--- config.mk ---
export PLATFORM = sky130hd
export DESIGN_NAME = spi_sram_slave_p
export DESIGN_NICKNAME = d
export VERILOG_FILES = /design/src/rtl/spi_sram_slave_p.sv
export SDC_FILE = /design/constraint.sdc
export NUM_CORES = 1
export LEC_CHECK = 0
export CAP_MARGIN = 20
export CORE_MARGIN = 4
export CORE_UTILIZATION = 25
export CTS_BUF_LIST = sky130_fd_sc_hd__clkbuf_4 sky130_fd_sc_hd__clkbuf_8 sky130_fd_sc_hd__clkbuf_16
export DETAILED_ROUTE_END_ITERATION = 7
export PLACE_DENSITY = 0.42
export SKIP_LAST_GASP = 1
export SYNTH_ARGS = -nofsm -noshare
export SYNTH_HDL_FRONTEND = slang
export SYNTH_SLANG_ARGS = --single-unit
export TNS_END_PERCENT = 50
--- constraint.sdc ---
create_clock -name clk -period 4.4 [get_ports clk]
set_input_delay 0.88 -clock clk [delete_from_list [all_inputs] [get_ports clk]]
set_output_delay 0.88 -clock clk [all_outputs]
set_load 0.02 [all_outputs]
--- src/rtl/spi_sram_slave_p.sv ---
// SPI SRAM slave: decodes READ/WRITE/RDMR/WRMR frames clocked on clk and framed
// by cs_n into byte accesses on a synchronous single-port memory (23LC-style modes).
module spi_sram_slave_p #(
  parameter int ADDR_BYTES = 3,
  parameter int PAGE_SIZE  = 32,
  parameter int READ_GAP   = 2,
  localparam int AW        = 8 * ADDR_BYTES
) (
  input  logic          clk,
  input  logic          rst_n,
  input  logic          cs_n,
  input  logic          mosi,
  output logic          miso,
  output logic [AW-1:0] mem_addr,
  output logic          mem_en,
  output logic          mem_wr,
  output logic [7:0]    mem_wdata,
  input  logic [7:0]    mem_rdata,
  output logic [1:0]    mode
);

  localparam logic [7:0] OP_READ  = 8'h03;
  localparam logic [7:0] OP_WRITE = 8'h02;
  localparam logic [7:0] OP_RDMR  = 8'h05;
  localparam logic [7:0] OP_WRMR  = 8'h01;

  localparam logic [1:0] MODE_BYTE = 2'b00;
  localparam logic [1:0] MODE_PAGE = 2'b10;
  localparam logic [1:0] MODE_SEQ  = 2'b01;

  localparam int CMAX   = (AW > READ_GAP) ? AW : READ_GAP;
  localparam int CW     = $clog2(CMAX + 1);
  localparam int PF_CNT = (READ_GAP > 2) ? READ_GAP - 3 : 0;
  localparam logic [AW-1:0] PMASK = AW'(PAGE_SIZE - 1);

  typedef enum logic [3:0] {
    S_IDLE,
    S_CMD,
    S_ADDR,
    S_GAP,
    S_RDATA,
    S_WDATA,
    S_MRD,
    S_MWR,
    S_IGNORE
  } state_t;

  state_t          state_q, state_d;
  logic [2:0]      bit_q, bit_d;
  logic [CW-1:0]   cnt_q, cnt_d;
  logic            is_rd_q, is_rd_d;
  logic [AW-1:0]   addr_q, addr_d;
  logic [1:0]      mode_q, mode_d;
  logic            miso_q, miso_d;
  logic            mem_en_q, mem_en_d;
  logic            mem_wr_q, mem_wr_d;
  logic [7:0]      wdata_q, wdata_d;
  logic [7:0]      tx_q, tx_d;
  logic [AW-1:0]   rx_q;
  logic [AW-1:0]   rx_next;

  // Page mode wraps inside the page; every other non-byte mode (01, 11) is sequential.
  function automatic logic [AW-1:0] next_addr(input logic [AW-1:0] a, input logic [1:0] m);
    logic [AW-1:0] inc;
    inc = a + 1'b1;
    if (m == MODE_PAGE) next_addr = (a & ~PMASK) | (inc & PMASK);
    else                next_addr = inc;
  endfunction

  assign rx_next   = {rx_q[AW-2:0], mosi};
  assign miso      = miso_q;
  assign mem_addr  = addr_q;
  assign mem_en    = mem_en_q;
  assign mem_wr    = mem_wr_q;
  assign mem_wdata = wdata_q;
  assign mode      = mode_q;

  always_comb begin
    state_d  = state_q;
    bit_d    = bit_q;
    cnt_d    = cnt_q;
    is_rd_d  = is_rd_q;
    addr_d   = addr_q;
    mode_d   = mode_q;
    miso_d   = 1'b0;
    mem_en_d = 1'b0;
    mem_wr_d = 1'b0;
    wdata_d  = wdata_q;
    tx_d     = tx_q;
    if (cs_n) begin
      state_d = S_IDLE;
      bit_d   = '0;
      cnt_d   = '0;
    end else begin
      case (state_q)
        S_IDLE: begin
          state_d = S_CMD;
          bit_d   = 3'd1;
        end
        S_CMD: begin
          bit_d = bit_q + 3'd1;
          if (bit_q == 3'd7) begin
            cnt_d = '0;
            bit_d = '0;
            case (rx_next[7:0])
              OP_READ: begin
                state_d = S_ADDR;
                is_rd_d = 1'b1;
              end
              OP_WRITE: begin
                state_d = S_ADDR;
                is_rd_d = 1'b0;
              end
              OP_RDMR: begin
                // First mode bit is already on the wire for the next edge.
                state_d = S_MRD;
                miso_d  = mode_q[1];
                tx_d    = {mode_q[0], 7'b0};
                bit_d   = 3'd1;
              end
              OP_WRMR: state_d = S_MWR;
              default: state_d = S_IGNORE;
            endcase
          end
        end
        S_ADDR: begin
          cnt_d = cnt_q + 1'b1;
          if (cnt_q == CW'(AW - 1)) begin
            addr_d = rx_next;
            cnt_d  = '0;
            bit_d  = '0;
            if (is_rd_q) begin
              state_d = S_GAP;
              if (READ_GAP == 2) mem_en_d = 1'b1;
            end else begin
              state_d = S_WDATA;
            end
          end
        end
        S_GAP: begin
          cnt_d = cnt_q + 1'b1;
          if ((READ_GAP > 2) && (cnt_q == CW'(PF_CNT))) mem_en_d = 1'b1;
          if (cnt_q == CW'(READ_GAP - 1)) begin
            state_d = S_RDATA;
            miso_d  = mem_rdata[7];
            tx_d    = {mem_rdata[6:0], 1'b0};
            bit_d   = 3'd1;
          end
        end
        S_RDATA: begin
          bit_d = bit_q + 3'd1;
          if (bit_q == 3'd0) begin
            if (mode_q == MODE_BYTE) begin
              state_d = S_IGNORE;
            end else begin
              miso_d = mem_rdata[7];
              tx_d   = {mem_rdata[6:0], 1'b0};
            end
          end else begin
            miso_d = tx_q[7];
            tx_d   = {tx_q[6:0], 1'b0};
            // Prefetch early enough that the next byte loads on the bit-0 edge.
            if ((bit_q == 3'd6) && (mode_q != MODE_BYTE)) begin
              mem_en_d = 1'b1;
              addr_d   = next_addr(addr_q, mode_q);
            end
          end
        end
        S_WDATA: begin
          bit_d = bit_q + 3'd1;
          if (mem_en_q) addr_d = next_addr(addr_q, mode_q);
          if (bit_q == 3'd7) begin
            mem_en_d = 1'b1;
            mem_wr_d = 1'b1;
            wdata_d  = rx_next[7:0];
            if (mode_q == MODE_BYTE) state_d = S_IGNORE;
          end
        end
        S_MRD: begin
          bit_d = bit_q + 3'd1;
          if (bit_q == 3'd0) begin
            miso_d = mode_q[1];
            tx_d   = {mode_q[0], 7'b0};
          end else begin
            miso_d = tx_q[7];
            tx_d   = {tx_q[6:0], 1'b0};
          end
        end
        S_MWR: begin
          bit_d = bit_q + 3'd1;
          if (bit_q == 3'd7) begin
            mode_d  = rx_next[7:6];
            state_d = S_IGNORE;
          end
        end
        S_IGNORE: state_d = S_IGNORE;
        default:  state_d = S_IDLE;
      endcase
    end
  end

  always_ff @(posedge clk or negedge rst_n) begin
    if (!rst_n) begin
      state_q  <= S_IDLE;
      bit_q    <= '0;
      cnt_q    <= '0;
      is_rd_q  <= 1'b0;
      addr_q   <= '0;
      mode_q   <= MODE_SEQ;
      miso_q   <= 1'b0;
      mem_en_q <= 1'b0;
      mem_wr_q <= 1'b0;
      wdata_q  <= '0;
    end else begin
      state_q  <= state_d;
      bit_q    <= bit_d;
      cnt_q    <= cnt_d;
      is_rd_q  <= is_rd_d;
      addr_q   <= addr_d;
      mode_q   <= mode_d;
      miso_q   <= miso_d;
      mem_en_q <= mem_en_d;
      mem_wr_q <= mem_wr_d;
      wdata_q  <= wdata_d;
    end
  end

  // Shift registers carry only data; their contents are qualified by the FSM.
  always_ff @(posedge clk) begin
    rx_q <= rx_next;
    tx_q <= tx_d;
  end

endmodule
**Word level (Yosys, flattened, before mapping)**

Cells that the tools add are included.

- Bits in registers: 81
- Input port bits: 12
- Output and inout port bits: 37
- Logic and storage cells: 121

- Add/sub/neg operators: 3
- Equal/unequal tests: 32
- Mux-type cells: 52
- Bitwise logic cells: 2
- Reduce and logical (&&, ||, !) cells: 20

Operators by type and width:

| cell | count |
|---|---|
| 2-to-1 mux 24 bit | 5 |
| one-hot mux 24 bit (3 select lines) | 1 |
| 2-to-1 mux 8 bit | 6 |
| one-hot mux 4 bit (9 select lines) | 1 |
| 2-to-1 mux 4 bit | 8 |
| one-hot mux 8 bit (4 select lines) | 1 |
| adder 24 x 1 -> 24 bit (second input constant) | 1 |
| bitwise OR 24 x 5 -> 24 bit | 1 |
| != test 3 bit (second input constant) | 7 |
| equality test 4 x 3 -> 1 bit (second input constant) | 4 |
| equality test 8 x 2 -> 1 bit (second input constant) | 2 |
| 2-to-1 mux 1 bit | 16 |
| != test 2 bit (second input constant) | 8 |
| 2-to-1 mux 3 bit | 5 |
| 2-to-1 mux 5 bit | 3 |
| one-hot mux 3 bit (5 select lines) | 1 |
| one-hot mux 5 bit (3 select lines) | 1 |
| one-hot mux 4 bit (3 select lines) | 1 |
| AND reduction 6 bit | 2 |
| AND reduction 3 bit | 3 |
| equality test 4 x 2 -> 1 bit (second input constant) | 2 |
| equality test 8 x 1 -> 1 bit (second input constant) | 1 |
| equality test 8 x 3 -> 1 bit (second input constant) | 1 |
| nonzero test 4 bit | 2 |
| other kinds (24) | 26 |

**Longest topological paths before layout**

Gate-level depths: netlist (run 1).

- Depth in word-level cells: 6
- Depth in mapped cells: 9
- Gate-level depth less buffers: 7

**Worst setup path after synthesis (run 1)**

Ideal clock, no wire load.

- Kind: input to register
- Start point: input port mosi
- End point: register tx_q[1] (enable)
- Library setup time: 0.390 ns
- Arrival: 2.121 ns
- Data required time: 4.010 ns
- Path slack: 1.888 ns
- Stages on the path: 4
- Path buffers: 0
- Cell sequence: nor2b_1 -> nand3_1 -> o31a_1 -> nor4_1

- Cells in the longest elaborated chain, start to end: 3

Ends and longest elaborated chain:

| what | RTL line | text |
|---|---|---|
| start: declaration | 12 | `input logic mosi,` |
| equality test 8 x 3 -> 1 bit | 105 | `case (rx_next[7:0])` |
| != test 2 bit (no line) | - |  |
| AND reduction 6 bit (no line) | - |  |
| end signal: assignment | 231 | `tx_q <= tx_d;` |
| end: declaration | 58 | `logic [7:0] tx_q, tx_d;` |

Every way passes these cells.
A chain may end at the register's enable or synchronous reset.

**Worst setup path after layout (run 1)**

- Start point: register state_q[1]
- End point: register addr_q[10] (netlist: mem_addr[10])

- Cells in the longest elaborated chain, start to end: 3
- Elaborated cells on any way between the ends: 10
- Classes of those cells: 7 x eq/ne; 1 x mux; 2 x reduce/logical

Ends and longest elaborated chain:

| what | RTL line | text |
|---|---|---|
| start: declaration | 48 | `state_t state_q, state_d;` |
| start signal: assignment | 215 | `state_q <= state_d;` |
| equality test 4 x 3 -> 1 bit / equality test 4 x 2 -> 1 bit (equally long branches) | 95 | `case (state_q)` |
| != test 2 bit (no line) / nonzero test 3 bit (equally long branches) | - |  |
| AND reduction 6 bit (no line) | - |  |
| end signal: assignment | 219 | `addr_q <= addr_d;` |
| end: declaration | 52 | `logic [AW-1:0] addr_q, addr_d;` |

Parallel ways exist; a longest one is shown, timed or not.

==> results of run 1 <==
## cell families after synthesis
logic type / Yosys count
AOI/OAI and AO/OA: 130
xor gates and xnor gates: 3
adders and majority gates: 7
buffers and inverters: 34
DFF: 80
muxes: 6
and+or+nand+nor: 163
## metrics by stage
stage	area [um^2]	hold WS [ns]	util [%]	cells
finish	4940	0.352	32.1	680
global route	4940	0.355	32.1	680
CTS	4920	0.352	32.0	679
detailed placement	4620	0.339	30.1	664
global placement	4620	0.340	30.1	664
floorplan	3960	0.331	-	423
## metal layers
metal  vias to the layer above  part of all wire (%)  wire [um]  GRT usage, %
met1                      1642                    47       4990          16.3
met5                         -                     0          0             0
li1                       1619                     -          -             -
met2                        83                    47       5060          20.4
met3                        13                   4.4        474          3.08
met4                         0                   1.3        137          3.66
## area by class of cell
type                       instances  area (um^2)  share of cell area (%)
timing repair buffer              52          513                    10.4
clock inverter                     3         42.5                   0.861
multi-input combinational        309         1890                    38.2
clock buffer                      12          260                    5.27
inverter                          13         48.8                   0.988
sequential                        80         1920                    38.9
tap                              211          264                    5.34
## flip-flops by register name (all words and copies together), names as in the netlist
name / flops
bit_q: 3
cnt_q: 5
is_rd_q: 1
mem_addr: 24
mem_en: 1
mem_wdata: 8
mem_wr: 1
miso: 1
mode: 2
rx_q: 23
state_q: 4
tx_q: 7
## how the worst min path moves through the flow
| stage | start | endpoint | slack (ns) |
|---|---|---|---|
| after floorplan | rx_q[9]$_DFF_P_ | rx_q[10]$_DFF_P_ | 0.33 |
| after global placement | rx_q[10]$_DFF_P_ | rx_q[11]$_DFF_P_ | 0.34 |
| after detailed placement | rx_q[19]$_DFF_P_ | rx_q[20]$_DFF_P_ | 0.34 |
| after CTS | rx_q[19]$_DFF_P_ | rx_q[20]$_DFF_P_ | 0.35 |
| after global routing | rx_q[13]$_DFF_P_ | rx_q[14]$_DFF_P_ | 0.36 |
| final | rx_q[16]$_DFF_P_ | rx_q[17]$_DFF_P_ | 0.35 |
## power by group through the flow
| stage | sequential (mW) | clock, mW | combinational (mW) |
|---|---|---|---|
| after detailed placement | 0.933 | 0 | 0.330 |
| final | 0.917 | 0.763 | 0.327 |
| after global placement | 0.932 | 0 | 0.329 |
| after floorplan | 0.919 | 0 | 0.188 |
| after global routing | 0.934 | 0.818 | 0.364 |
| after CTS | 0.919 | 0.787 | 0.331 |
## cells in the final DEF, fill, tap and decap left out, drive strengths merged, types with 12 or more instances in the layout
| master | n |
|---|---|
| a21oi | 19 |
| clkbuf | 12 |
| clkdlybuf4s50 | 47 |
| dfrtp | 49 |
| dfxtp | 23 |
| inv | 13 |
| nand2 | 56 |
| nand3 | 16 |
| nor2 | 29 |
| nor3 | 12 |
| o21ai | 52 |
==> results.ini, run 1 <==
[outcome]
status = completed

[min_path]
whs_path_depth = 0
worst_hold_path_type = register to register

[critical_path]
crit_family = simple AND/OR/NAND/NOR gates
arrival_ns = 3.06
slowest_stage = nor3b_2
critPathBufInv = 0
path_cells = nor3b_2 -> nand2_2 -> or4_1 -> a21oi_1 -> a21o_1
worstSetupPathType = register to register
crit_path_end = mem_addr[10]$_DFFE_PN0P_
r2r_start = state_q[1]$_DFFE_PN0P_
slowest_delay_ns = 0.70
startpoint_type = register
critical_path.startpoint = state_q[1]$_DFFE_PN0P_
ff2ff_path_depth = 5
required_ns = 4.67
cp.depth = 5
cp_max_fo = 25
reg2reg_slack_ns = 1.61
end_kind = register
rr_endpoint = mem_addr[10]$_DFFE_PN0P_

[power_and_ir_drop]
p_leak_nw = 2.04
clkPwrFrac_pct = 38.0
p_sw_mw = 0.571
powerDensity_nw_per_um2 = 406
p_total_mw = 2.01
power.switching_fraction_pct = 28.4
cellInternalPower_mw = 1.44
pwr-share-comb_pct = 16.3
p_seq_share_pct = 45.7
vdd_drop_max_uv = 184

[sta]
finalSetupTns_ns = 0
clock_skew_ns = 0.00858
setup_viol = 0
tightest_slew_ns = 0.827
period_share_pct = 63.4
finalHoldViolCount = 0
maxSlewHeadroom_pct = 44.1
finalMaxSlewViolations = 0
fin_ws_ns = 1.61
rsz0062_at_grt = no
max_freq_mhz = 359
period_needed_ns = 2.79

[logic_synthesis]
synth_top_area_share_pct = 31.0
synth.area.mux_share_pct = 1.64
synth_top_family_by_area = simple AND/OR/NAND/NOR gates
synthesis.area_um2 = 3960
netlist_top_cells_area = dfrtp_1, dfxtp_1, edfxtp_1
async_reset_ff_share_pct = 62.5
synth-adder-area-share_pct = 2.21
ys_warn_count = 0
synth.most_common_cell = nand2_1
syn_nets = 442
synth_top_area_cell = dfrtp_1
synth.ff_latch_count = 80
synthCells = 423
ys_seq_area_share_pct = 48.6
synth-xor-area-share_pct = 0.664
ys.flop_type = dfrtp_1
synth-compound-area-share_pct = 20.8
synthSimpleGateAreaFrac_pct = 22.4
synthDistinctLibCells = 63
syn_area_per_cell_um2 = 9.36
synthTopCellsByCount = nand2_1, dfrtp_1, nor2_1
synth_edf_count = 7

[cells_and_area]
diodes = 0
syn2layout_area_growth_pct = 24.7
drive_gt1_share_pct = 7.46
nNetsFinal = 484
fill_cells = 1591

[detailed_routing]
drtAntennaViolNets = 0
via_per_inst = 4.94
drt_iter0_drc = 233
vias = 3357
drt-total-wl_um = 10700
drc_errors = 0
drt-pass1-iter-count = 4
wire_per_inst_um = 15.7

[die]
ios = 49
dieArea_um2 = 17900
die_y_um = 134
die_w_um = 134
core-area_um2 = 15400
row_count = 45
initial_core_util_pct = 25.8

[clock_tree]
post_cts_resized = 0
cts_root_buf = clkbuf_16
path_clk_slew_ns = 0.06
cts_hold_buf = 0
postCtsSetupBuffers = 0
clock_latency_ns = 0.34
cts_buffer_depth = 2
cts_tree = done
htree_num_levels = 3
cts_buffers = 9
clock_sinks = 80

[placed_design]
preCtsSetupSlack_ns = 1.36
dp_hpwl_um = 7420
place_congestion = 0.834
portBuffers = 48

[global_route]
antenna_found_initial = 0
gr-total-overflow = 0
grt_max_degree = 39
grt_pass1_vias = 3414
grt_pass1_wl_um = 18100
track_usage_pct = 12.5

[flow_run]
drv_cap = 0

No activity file was read; power rests on OpenSTA's default activity.
==> run 2, diff against run 1 <==
clock period = 2.65 ns   (was 4.4 ns; I/O delays follow)
==> run 2 against run 1 <==
  * Combinational power increased by 77%
  * Via count increased by 0.86%
  * Clock power increased by 81%
  * Wire length increased by 2.6%
  * Die area unchanged
  * Hold slack got worse by 0.13 ns
  * Global-route usage increased by 0.32 points
  * Register-to-register slack got worse by 1.2 ns
  * Critical path type unchanged
==> results.ini, run 2 (same netlist as run 1, synthesis figures left out) <==
[outcome]
status = completed

[cells_and_area]
diodes = 0
largest_reg_flops = 24
multi_input_area_um2 = 1890
layout_common_cells = nand2_1, dfrtp_1, clkdlybuf4s50_1
postLayoutCellArea_um2 = 5100
nNetsFinal = 499
layout.cells.most_common = nand2_1
seq_area_um2 = 1920
drive_gt1_share_pct = 10.5
finish.utilization_pct = 33.2
syn2layout_area_growth_pct = 28.8
fill_cells = 1584

[sta]
period_share_pct = 84.3
finalHoldViolCount = 0
setup_viol = 0
rsz0062_at_grt = no
tightest_slew_ns = 0.682
period_needed_ns = 2.23
maxSlewHeadroom_pct = 54.5
clock_skew_ns = 0.00633
max_freq_mhz = 448
finalSetupTns_ns = 0
finalMaxSlewViolations = 0
worst_hold_slack_ns = 0.222

[critical_path]
ff2ff_path_depth = 5
arrival_ns = 2.52
worstSetupPathType = register to register
end_kind = register
reg2reg_slack_ns = 0.42
required_ns = 2.93
startpoint_type = register
cp_max_fo = 14

[min_path]
worst_hold_path_type = input pin to asynchronous set/reset pin

[clock_tree]
cts_tree = done
path_clk_slew_ns = 0.06
htree_num_levels = 3
postCtsSetupBuffers = 0
clock_latency_ns = 0.35
clock_sinks = 80
cts_buffers = 9
cts_hold_buf = 0
cts_root_buf = clkbuf_16
cts_buffer_depth = 2
post_cts_resized = 0

[global_route]
grt_pass1_vias = 3460
grt_max_degree = 39
gr-total-overflow = 0
antenna_found_initial = 0
grt_pass1_wl_um = 18200
track_usage_pct = 12.8

[die]
row_count = 45
die_y_um = 134
core-area_um2 = 15400
initial_core_util_pct = 25.8
ios = 49
die_w_um = 134
dieArea_um2 = 17900

[power_and_ir_drop]
powerDensity_nw_per_um2 = 681
p_total_mw = 3.47
p_leak_nw = 2.14
vdd_drop_max_uv = 290

[detailed_routing]
wire_per_inst_um = 15.7
drtAntennaViolNets = 0
drt-total-wl_um = 10900
wl_met2_um = 5340
drt_iter0_drc = 177
top_layer = met4
via_per_inst = 4.86
vias = 3386
drc_errors = 0
drt-pass1-iter-count = 4
wl_met3_um = 509
wl_met1_um = 4910

[placed_design]
placed_area_um2 = 4770
portBuffers = 48
place_congestion = 0.842
dp_hpwl_um = 7800

[flow_run]
drv_cap = 0

[run 2: cell types whose count changed in the layout (fill, tap and decap cells not counted)]
cell and delta:
buf_8 -1, clkbuf_4 -1, buf_12 +2, clkinvlp_4 -1, bufinv_16 +1, buf_4 +14, clkinv_2 +1, clkinv_4 +1
[run 2: layout make-up]
type / instances / area share [%]
timing repair buffer: 67 / 12.6
tap: 211 / 5.18
inverter: 13 / 0.957
sequential: 80 / 37.7
clock buffer: 11 / 4.96
multi-input combinational: 309 / 37.0
clock inverter: 5 / 1.55
[run 2: report_power, final]
group / switching (mW) / internal (mW) / total (mW)
Sequential: 0.167 / 1.34 / 1.51
Combinational: 0.302 / 0.276 / 0.578
Clock: 0.506 / 0.875 / 1.38
Total: 0.975 / 2.50 / 3.47
[run 2: stage by stage]
step / cells / setup slack [ns]
after floorplan: 423 / 0.395
after global placement: 680 / 0.257
after detailed placement: 680 / 0.250
after CTS: 696 / 0.443
after global routing: 696 / 0.184
final: 696 / 0.417
[run 2: critical path, stage by stage (launching register included)]
cell	delay, ns
dfrtp_1	0.66
nor3b_2	0.46
nand2_2	0.27
or4_1	0.52
a21oi_1	0.17
a21o_1	0.10
[run 2: metal layers]
metal / GRT usage, % / up-vias
li1: - / 1656
met1: 15.9 / 1640
met2: 20.9 / 72
met3: 4.20 / 18
met4: 4.40 / 0
met5: 0 / -
[run 2: worst paths after layout]
| kind | startpoint | end |
|---|---|---|
| worst max register to register | state_q[2]$_DFFE_PN0P_ | mem_addr[10]$_DFFE_PN0P_ |
| worst min-delay path | rst_n | mem_addr[17]$_DFFE_PN0P_ |
| max in group asynchronous | rst_n | mode[0]$_DFFE_PN1P_ |
| worst min register to register | rx_q[20]$_DFF_P_ | rx_q[21]$_DFF_P_ |
| min in group clk | rx_q[20]$_DFF_P_ | rx_q[21]$_DFF_P_ |
| worst max-delay path | state_q[2]$_DFFE_PN0P_ | mem_addr[10]$_DFFE_PN0P_ |
==> run 3, diff against run 2 <==
PLACE_DENSITY = 0.44   (was 0.42)
clock period = 1.9 ns   (was 2.65 ns; I/O delays follow)
==> run 3 against run 2 <==
  * The run now ends with setup timing left
  * Hold slack got worse by 0.12 ns
  * Die area did not move
  * Total power up 41%
  * Highest routed layer unchanged
  * Global-route usage rose by 1.1 points
  * Via count is 9.1% higher
  * Design area increased by 15%
  * Fmax rose by 9.5%
  * First-iteration DRC count decreased by 4.0%
==> results.ini, run 3 (same netlist as run 1, synthesis figures left out) <==
[placed_design]
place_congestion = 0.862
portBuffers = 48
dpl.cell_count = 744
placed_area_um2 = 5260
dp_hpwl_um = 8580

[cells_and_area]
layout_common_cells = buf_4, nand2_1, dfrtp_1
syn2layout_area_growth_pct = 47.5
fill_cells = 1548
drive_gt1_share_pct = 28.4
layout.cells.most_common = buf_4
nNetsFinal = 570
diodes = 0
fin_cells = 767
finish.utilization_pct = 38.0
largest_reg_flops = 24
postLayoutCellArea_um2 = 5840

[critical_path]
crit_path_end = mem_addr[10]$_DFFE_PN0P_
rr_endpoint = mem_addr[10]$_DFFE_PN0P_
r2r_start = bit_q[0]$_DFFE_PN0P_
startpoint_type = register
critPathBufInv = 2
cp_max_fo = 10
path_cells = inv_2 -> ha_2 -> o211ai_1 -> a32o_2 -> a211o_4 -> buf_12 -> nand2b_1 -> a21o_1
required_ns = 2.13
worstSetupPathType = register to register
cp.depth = 8
crit_family = compound AO/OA/AOI/OAI gates
slowest_delay_ns = 0.38
end_kind = register
ff2ff_path_depth = 8
critical_path.startpoint = bit_q[0]$_DFFE_PN0P_
reg2reg_slack_ns = -0.14
slowest_stage = dfrtp_1
arrival_ns = 2.27

[die]
dieArea_um2 = 17900
core-area_um2 = 15400
row_count = 45
ios = 49
die_y_um = 134
die_w_um = 134
initial_core_util_pct = 25.8

[clock_tree]
cts_tree = done
clock_sinks = 80
htree_num_levels = 3
cts_buffers = 9
path_clk_slew_ns = 0.06
clock_latency_ns = 0.34
cts_root_buf = clkbuf_16
cts_buffer_depth = 2

[power_and_ir_drop]
powerDensity_nw_per_um2 = 840
pwr-share-comb_pct = 24.7
vdd_drop_max_uv = 448
p_seq_share_pct = 41.5
power.switching_fraction_pct = 29.3
clkPwrFrac_pct = 33.8
cellInternalPower_mw = 3.47
p_leak_nw = 2.58
p_sw_mw = 1.44

[detailed_routing]
drt_iter0_drc = 170
via_per_inst = 4.82
drt-pass1-iter-count = 4
drt-total-wl_um = 12100
drc_errors = 0
vias = 3695
wire_per_inst_um = 15.8
drtAntennaViolNets = 0

[sta]
maxSlewHeadroom_pct = 49.9
finalSetupTns_ns = -2.15
finalMaxSlewViolations = 0
worst_hold_slack_ns = 0.103
setup_viol = 29
rsz0062_at_grt = yes
finalHoldViolCount = 0
tightest_slew_ns = 0.751
fin_ws_ns = -0.140
period_needed_ns = 2.04
period_share_pct = 107
max_freq_mhz = 490
clock_skew_ns = 0.00733

[global_route]
grt_max_degree = 30
antenna_found_initial = 0
track_usage_pct = 13.8
gr-total-overflow = 0
grt_pass1_wl_um = 19800
grt_pass1_vias = 3898

[outcome]
violations = setup timing
status = finished, violations left

[flow_run]
drv_cap = 0

[min_path]
worst_hold_path_type = input pin to asynchronous set/reset pin

-- run 3: cell count changes in the layout (fill, tap and decap cells not counted), sizes merged --
cell           delta
clkinv            -1
bufinv            -2
dlygate4sd2       +1
buf              +69
clkdlybuf4s50     -1
clkinvlp          +1
clkbuf            +4
-- run 3: worst reg2reg max path, cell delays in order, from the launching register on --
cell	delay, ns
dfrtp_1	0.38
inv_2	0.07
ha_2	0.16
o211ai_1	0.15
a32o_2	0.33
a211o_4	0.37
buf_12	0.16
nand2b_1	0.13
a21o_1	0.17
-- run 3: power by group through the flow --
stage	Clock (mW)	Sequential (mW)	Combinational, mW
floorplan	0	2.13	0.450
detailed placement	0	2.06	1.14
global route	1.79	2.07	1.33
CTS	1.72	2.03	1.18
finish	1.66	2.04	1.21
global placement	0	2.06	1.13
-- run 3: area by class of cell --
| cell class | count | area [um^2] | share of cell area (%) |
|---|---|---|---|
| clock buffer | 13 | 268 | 4.58 |
| clock inverter | 3 | 17.5 | 0.300 |
| inverter | 13 | 48.8 | 0.835 |
| multi-input combinational | 309 | 2050 | 35.1 |
| sequential | 80 | 1930 | 33.0 |
| tap | 211 | 264 | 4.52 |
| timing repair buffer | 138 | 1270 | 21.7 |
-- run 3: repair_timing --
item / in CTS / in global routing
cloned: 2 / 2
setup endpoints to repair: 42 / 64
gates resized for setup: 16 / 30
pin swaps: 2 / 6
hold buffers: 0 / 0
buffers inserted: 0 / 3
-- run 3: worst min path at each step --
stage	from	endpoint	slack, ns	depth (start not counted)
floorplan	rst_n	bit_q[0]$_DFFE_PN0P_	0.08	0
global placement	rx_q[10]$_DFF_P_	rx_q[11]$_DFF_P_	0.34	0
detailed placement	rx_q[10]$_DFF_P_	rx_q[11]$_DFF_P_	0.34	0
CTS	rst_n	mem_addr[15]$_DFFE_PN0P_	0.12	1
global route	rst_n	mem_addr[15]$_DFFE_PN0P_	0.16	1
finish	rst_n	mem_addr[15]$_DFFE_PN0P_	0.10	1
-- run 3: metal layers --
metal	GRT usage, %	share of wire (%)	vias up
li1	-	-	1803
met4	5.26	2.3	0
met5	0	0	-
met2	22.8	50	84
met1	16.6	43	1784
met3	4.80	4.7	24
-- run 3: through the flow --
stage	total power, mW	setup WS [ns]
after CTS	4.93	-0.0883
final	4.91	-0.140
after global placement	3.19	-0.232
after floorplan	2.58	-0.0873
after global routing	5.19	-0.220
after detailed placement	3.20	-0.233
